==> src/rtl/fdiv_iter.sv <==
// fdiv_iter: multi-cycle IEEE-754-style divider y = x1 / x2.
// Radix-2 restoring mantissa division, round-to-nearest-even, denormals flushed to zero.
// One operation in flight; valid/ready handshake on both sides.
module fdiv_iter #(
  parameter int unsigned EXP_W = 8,
  parameter int unsigned MAN_W = 23
) (
  input  logic                   clk,
  input  logic                   rst,
  input  logic                   in_valid,
  output logic                   in_ready,
  input  logic [EXP_W+MAN_W:0]   x1,
  input  logic [EXP_W+MAN_W:0]   x2,
  output logic                   out_valid,
  input  logic                   out_ready,
  output logic [EXP_W+MAN_W:0]   y,
  output logic [3:0]             flags
);

  localparam int unsigned W  = 1 + EXP_W + MAN_W;
  localparam int unsigned EW = EXP_W + 2;          // signed working exponent
  localparam int unsigned MW = MAN_W + 2;          // remainder / quotient width
  localparam int unsigned CW = $clog2(MAN_W + 2);  // iteration counter

  localparam logic [EW-1:0]        BIAS_V  = EW'((2 ** (EXP_W - 1)) - 1);
  localparam logic signed [EW-1:0] EMAX_V  = EW'((2 ** EXP_W) - 1);
  localparam logic signed [EW-1:0] ONE_V   = EW'(1);
  localparam logic [CW-1:0]        LAST_IT = CW'(MAN_W + 1);

  typedef enum logic [2:0] {
    S_IDLE,
    S_CALC,
    S_SPECIAL,
    S_ROUND,
    S_DONE
  } state_t;

  state_t                 state;
  logic                   sign_q;
  logic signed [EW-1:0]   exp_q;
  logic [MW-1:0]          rem_q;
  logic [MAN_W:0]         div_q;
  logic [MW-1:0]          quo_q;
  logic [CW-1:0]          cnt_q;

  // Operand decode
  logic               s1, s2, sgn;
  logic [EXP_W-1:0]   e1, e2;
  logic [MAN_W-1:0]   f1, f2;
  logic               nan1, nan2, inf1, inf2, zero1, zero2;
  logic [MAN_W:0]     man1, man2;
  logic               lt;
  logic [MW-1:0]      dvd_start;
  logic signed [EW-1:0] e_start;

  assign s1    = x1[W-1];
  assign s2    = x2[W-1];
  assign e1    = x1[W-2:MAN_W];
  assign e2    = x2[W-2:MAN_W];
  assign f1    = x1[MAN_W-1:0];
  assign f2    = x2[MAN_W-1:0];
  assign sgn   = s1 ^ s2;
  assign nan1  = (&e1) & (|f1);
  assign nan2  = (&e2) & (|f2);
  assign inf1  = (&e1) & ~(|f1);
  assign inf2  = (&e2) & ~(|f2);
  assign zero1 = ~(|e1);
  assign zero2 = ~(|e2);

  // Pre-normalise so the quotient always lands in [1,2)
  assign man1      = {1'b1, f1};
  assign man2      = {1'b1, f2};
  assign lt        = man1 < man2;
  assign dvd_start = lt ? {man1, 1'b0} : {1'b0, man1};
  assign e_start   = $signed({2'b00, e1} - {2'b00, e2} + BIAS_V - EW'(lt));

  // Special-case result selection in priority order
  logic           sp_hit;
  logic [W-1:0]   sp_y;
  logic [3:0]     sp_flags;

  always_comb begin
    sp_hit   = 1'b1;
    sp_y     = '0;
    sp_flags = '0;
    if (nan1 | nan2 | (zero1 & zero2) | (inf1 & inf2)) begin
      sp_y     = {1'b0, {EXP_W{1'b1}}, 1'b1, {(MAN_W-1){1'b0}}};
      sp_flags = 4'b1000;
    end else if (inf1) begin
      sp_y = {sgn, {EXP_W{1'b1}}, {MAN_W{1'b0}}};
    end else if (inf2) begin
      sp_y = {sgn, {(W-1){1'b0}}};
    end else if (zero2) begin
      sp_y     = {sgn, {EXP_W{1'b1}}, {MAN_W{1'b0}}};
      sp_flags = 4'b0100;
    end else if (zero1) begin
      sp_y = {sgn, {(W-1){1'b0}}};
    end else begin
      sp_hit = 1'b0;
    end
  end

  // One restoring-division step
  logic [MW-1:0] div_ext, rem_sub, rem_shift;
  logic          rem_ge;

  assign div_ext   = {1'b0, div_q};
  assign rem_ge    = rem_q >= div_ext;
  assign rem_sub   = rem_ge ? (rem_q - div_ext) : rem_q;
  assign rem_shift = {rem_sub[MW-2:0], 1'b0};

  // Round-to-nearest-even and exponent range check
  logic [MAN_W:0]       mant;
  logic                 guard, sticky, round_up, carry;
  logic [MW-1:0]        mant_r;
  logic [MAN_W-1:0]     frac_r;
  logic signed [EW-1:0] exp_r;
  logic [W-1:0]         nrm_y;
  logic [3:0]           nrm_flags;

  assign mant     = quo_q[MW-1:1];
  assign guard    = quo_q[0];
  assign sticky   = |rem_q;
  assign round_up = guard & (sticky | mant[0]);
  assign mant_r   = {1'b0, mant} + MW'(round_up);
  assign carry    = mant_r[MW-1];
  assign frac_r   = carry ? '0 : mant_r[MAN_W-1:0];
  assign exp_r    = exp_q + EW'(carry);

  always_comb begin
    nrm_y     = {sign_q, exp_r[EXP_W-1:0], frac_r};
    nrm_flags = '0;
    if (exp_r >= EMAX_V) begin
      nrm_y     = {sign_q, {EXP_W{1'b1}}, {MAN_W{1'b0}}};
      nrm_flags = 4'b0010;
    end else if (exp_r < ONE_V) begin
      nrm_y     = {sign_q, {(W-1){1'b0}}};
      nrm_flags = 4'b0001;
    end
  end

  // Control FSM, datapath registers and registered outputs
  always_ff @(posedge clk) begin
    if (rst) begin
      state     <= S_IDLE;
      in_ready  <= 1'b1;
      out_valid <= 1'b0;
      y         <= '0;
      flags     <= '0;
      sign_q    <= 1'b0;
      exp_q     <= '0;
      rem_q     <= '0;
      div_q     <= '0;
      quo_q     <= '0;
      cnt_q     <= '0;
    end else begin
      case (state)
        S_IDLE: begin
          if (in_valid && in_ready) begin
            in_ready <= 1'b0;
            sign_q   <= sgn;
            exp_q    <= e_start;
            rem_q    <= dvd_start;
            div_q    <= man2;
            quo_q    <= '0;
            cnt_q    <= '0;
            if (sp_hit) begin
              y     <= sp_y;
              flags <= sp_flags;
              state <= S_SPECIAL;
            end else begin
              state <= S_CALC;
            end
          end
        end
        S_CALC: begin
          rem_q <= rem_shift;
          quo_q <= {quo_q[MW-2:0], rem_ge};
          cnt_q <= cnt_q + CW'(1);
          if (cnt_q == LAST_IT) state <= S_ROUND;
        end
        S_ROUND: begin
          y         <= nrm_y;
          flags     <= nrm_flags;
          out_valid <= 1'b1;
          state     <= S_DONE;
        end
        S_SPECIAL: begin
          out_valid <= 1'b1;
          state     <= S_DONE;
        end
        S_DONE: begin
          if (out_ready) begin
            out_valid <= 1'b0;
            in_ready  <= 1'b1;
            state     <= S_IDLE;
          end
        end
        default: state <= S_IDLE;
      endcase
    end
  end

endmodule

==> config.mk <==
export PLATFORM = sky130hd
export DESIGN_NAME = fdiv_iter
export DESIGN_NICKNAME = d
export VERILOG_FILES = /design/src/rtl/fdiv_iter.sv
export SDC_FILE = /design/constraint.sdc
export NUM_CORES = 1
export LEC_CHECK = 0
export ABC_AREA = 1
export CORE_ASPECT_RATIO = 1.2
export CORE_UTILIZATION = 40
export CTS_BUF_LIST = sky130_fd_sc_hd__clkbuf_8
export CTS_CLUSTER_DIAMETER = 120
export DETAILED_ROUTE_END_ITERATION = 12
export DONT_BUFFER_PORTS = 1
export HOLD_SLACK_MARGIN = 0.15
export PLACE_DENSITY_LB_ADDON = 0.3
export RECOVER_POWER = 100
export REMOVE_ABC_BUFFERS = 1
export SLEW_MARGIN = 25
export SYNTH_ARGS = -nofsm -noshare
export SYNTH_HDL_FRONTEND = slang
export SYNTH_SLANG_ARGS = --single-unit
==> constraint.sdc <==
create_clock -name clk -period 9.1 [get_ports clk]
set_input_delay 1.82 -clock clk [delete_from_list [all_inputs] [get_ports clk]]
set_output_delay 1.82 -clock clk [all_outputs]
set_load 0.02 [all_outputs]
==> results.yml <==
drt:
  wl_met2_um: 13400
  met3_length_um: 1150
  dr.pass1.iters: 5
  remaining_drc_errors: 0
  highest_layer: "met4"
  met1_length_um: 12100
  wirelength_um: 27500
  vias: 9766
  drtIter0Drc: 606
  routed_via_density: 5.15
  post_drt_wl_per_cell_um: 14.5
  drtAntennaViolNets: 0
grt:
  grt_usage: 0.226
  antenna_found_initial: 0
  grt_max_degree: 63
  grt_pass1_vias: 9574
  grt_first_pass_wirelength_um: 46200
  overflow: 0
worst_setup_path:
  worst_setup_path_start_kind: "flop"
  critical_path_class: "flop to flop"
  rrSetupSlack_ns: 2.67
  reg2reg_depth: 9
  required_ns: 9.43
  arrival_ns: 6.76
  end_kind: "flop"
  path_max_fanout: 55
die:
  die_h_um: 174
  core_um2: 24000
  io_pins: 106
  die-area_um2: 25200
  initial_core_util: 0.408
  core.rowCount: 62
  die_w_um: 145
sta:
  worst_slew_pin_slew_ns: 2.64
  finalCritPeriodShare: 0.706
  rsz0062_at_grt: "false"
  final_max_slew_viol_count: 212
  skew_ns: 0.0223
  final-hold-violation-count: 0
  hold_ws_ns: 0.465
  finalSetupViolations: 0
  period_needed_ns: 6.43
  max_freq_ghz: 0.156
  setup_tns_ns: 0
  relSlewSlack: -0.758
placed_design:
  io_buffers: 0
  hpwl_um: 20800
  place_congestion: 0.937
  dp_cells: 1863
yosys:
  synth_top_cell_by_area: "dfxtp_1"
  ys_warn_count: 0
  synthArstFlopShare: 0
  synth_top_area_frac: 0.267
  syn_area_um2: 9820
  syn_avg_cell_area_um2: 6.17
  synth-seq-area-share: 0.267
  synth.area.top_cells: "dfxtp_1 27%, nand2_1 13%, nor2_1 10%, ha_1 8.5%, inv_1 7.2%"
  syn_inst: 1592
  yosys_register_bits: 131
  yosys_most_used_dff: "dfxtp_1"
  synth_edf_count: 0
  ys_types: 45
clock_network:
  tritoncts: "built"
  clk_latency_ns: 0.47
  cts_buffers: 17
  clkSinkCount: 131
  htree_levels: 4
  ctsHoldBuffers: 0
  clockBufferDepth: 2
  post_cts_buffers: 0
  cts-resized-gates: 0
  clk_pin_slew_worst_paths_ns: 0.09
  root_buffer: "clkbuf_8"
worst_hold_path:
  holdPathStages: 1
  worstHoldPathType: "flop to flop"
final_layout:
  drive_above_1_share: 0.0387
  nets: 1700
  antenna-diode-count: 0
  final_cells: 1895
  syn_to_final_growth_pct: 5.24
flow_run:
  maxCapViolCount: 4
power_and_ir_drop:
  power_density_nw_per_um2: 316
  p_leak_nw: 4.79
  vdd_drop_max_v: 0.000150
  total_power_w: 0.00326
outcome:
  violations: "max-capacitance violations, max-slew violations"
  status: "finished with violations"
worst paths after layout:
| kind | start | endpoint |
|---|---|---|
| max | state[0]$_SDFFE_PP0P_ | cnt_q[2]$_SDFFE_PP0P_ |
| min | cnt_q[4]$_SDFFE_PP0P_ | cnt_q[4]$_SDFFE_PP0P_ |
| max reg2reg | state[0]$_SDFFE_PP0P_ | cnt_q[2]$_SDFFE_PP0P_ |
| min reg2reg | cnt_q[4]$_SDFFE_PP0P_ | cnt_q[4]$_SDFFE_PP0P_ |
placed cells by master, fill, tap and decap left out, types with 2 or more instances in the layout:
master and count:
nand2_1 340, nor2_1 266, inv_1 189, a21oi_1 137
o21ai_0 132, dfxtp_1 131, nand3_1 118, ha_1 67
nand4_1 35, xor2_1 19, nor3_1 18, clkbuf_8 17
xnor2_1 14, or2_2 7, o21bai_1 6, nand3b_1 6
nand2_2 6, inv_2 4, nor4_1 4, inv_6 4
clkbuf_1 4, o21a_1 3, a211oi_1 3, nor2_2 3
o21ai_1 3, or2_0 3, a21boi_0 3, fa_1 3
clkinv_4 3, clkinv_2 3, buf_4 3, nand3_2 2
and2_1 2, nor2_4 2, o31ai_1 2
metal layers:
metal | up-vias | global-route usage
met2 | 230 | 0.401
li1 | 5112 | -
met5 | - | 0
met1 | 4377 | 0.264
met3 | 47 | 0.0337
met4 | 0 | 0.106
kinds of logic after synthesis:
logic type / Yosys count / share of synthesized area
compound gates: 293 / 0.155
flops: 131 / 0.267
fa+ha+maj: 70 / 0.0915
xor+xnor: 34 / 0.0311
simple gates: 816 / 0.356
buf+inv: 248 / 0.0987
critical path, stage by stage, from the launching register on:
cell and delay [ns]:
dfxtp_1 0.34, inv_1 0.06, nor3_1 0.15, clkbuf_1 1.79
inv_1 1.17, nand2_1 0.26, clkbuf_1 1.26, inv_1 0.92
nor2_1 0.26, nor3_1 0.06
final cells by class:
cell class                 count  area (um^2)
multi-input combinational   1213         6180
inverter                     192          723
timing repair buffer           7         37.5
clock buffer                  17          234
tap                          320          400
clock inverter                15          133
fill                        2674        13700
sequential                   131         2620
power by group:
part           switching [W]  total [W]  internal (W)
clock               0.000262   0.000481      0.000218
combinational        0.00130    0.00196      0.000657
sequential          0.000121   0.000817      0.000696
total                0.00169    0.00326       0.00157
cells in the mapped netlist (2+ instances only):
library cell,instances
nor3_1,17
nand3b_1,6
nand3_2,5
xor2_1,19
or2_2,7
nor2_2,4
o31ai_1,2
nand3_1,114
a211oi_1,3
dfxtp_1,131
xnor2_1,14
o21ai_1,3
nor2_1,265
nor2_4,2
inv_2,4
nand2_1,338
clkbuf_1,36
inv_1,187
or2_0,3
buf_2,16
a21oi_1,137
o21a_1,3
nand2_2,7
a21boi_0,3
nand2_4,2
o21ai_0,132
buf_1,2
ha_1,67
buf_6,2
nor4_1,4
nand4_1,35
fa_1,3
and2_1,2
o21bai_1,6
through the flow:
step	instance area, um^2	util	worst slack [ns]
final	10300	0.430	2.67
after floorplan	9570	-	3.76
after global placement	10000	0.417	3.03
after detailed placement	10000	0.417	2.96
after CTS	10400	0.433	3.45
after global routing	10300	0.430	1.96
flip-flops by register name (all words and copies together) (netlist names):
signal     count
quo_q         25
div_q         24
flags          4
rem_q         25
out_valid      1
exp_q         10
cnt_q          5
y             32
in_ready       1
sign_q         1
state          3
No activity file was read; power rests on OpenSTA's default activity.
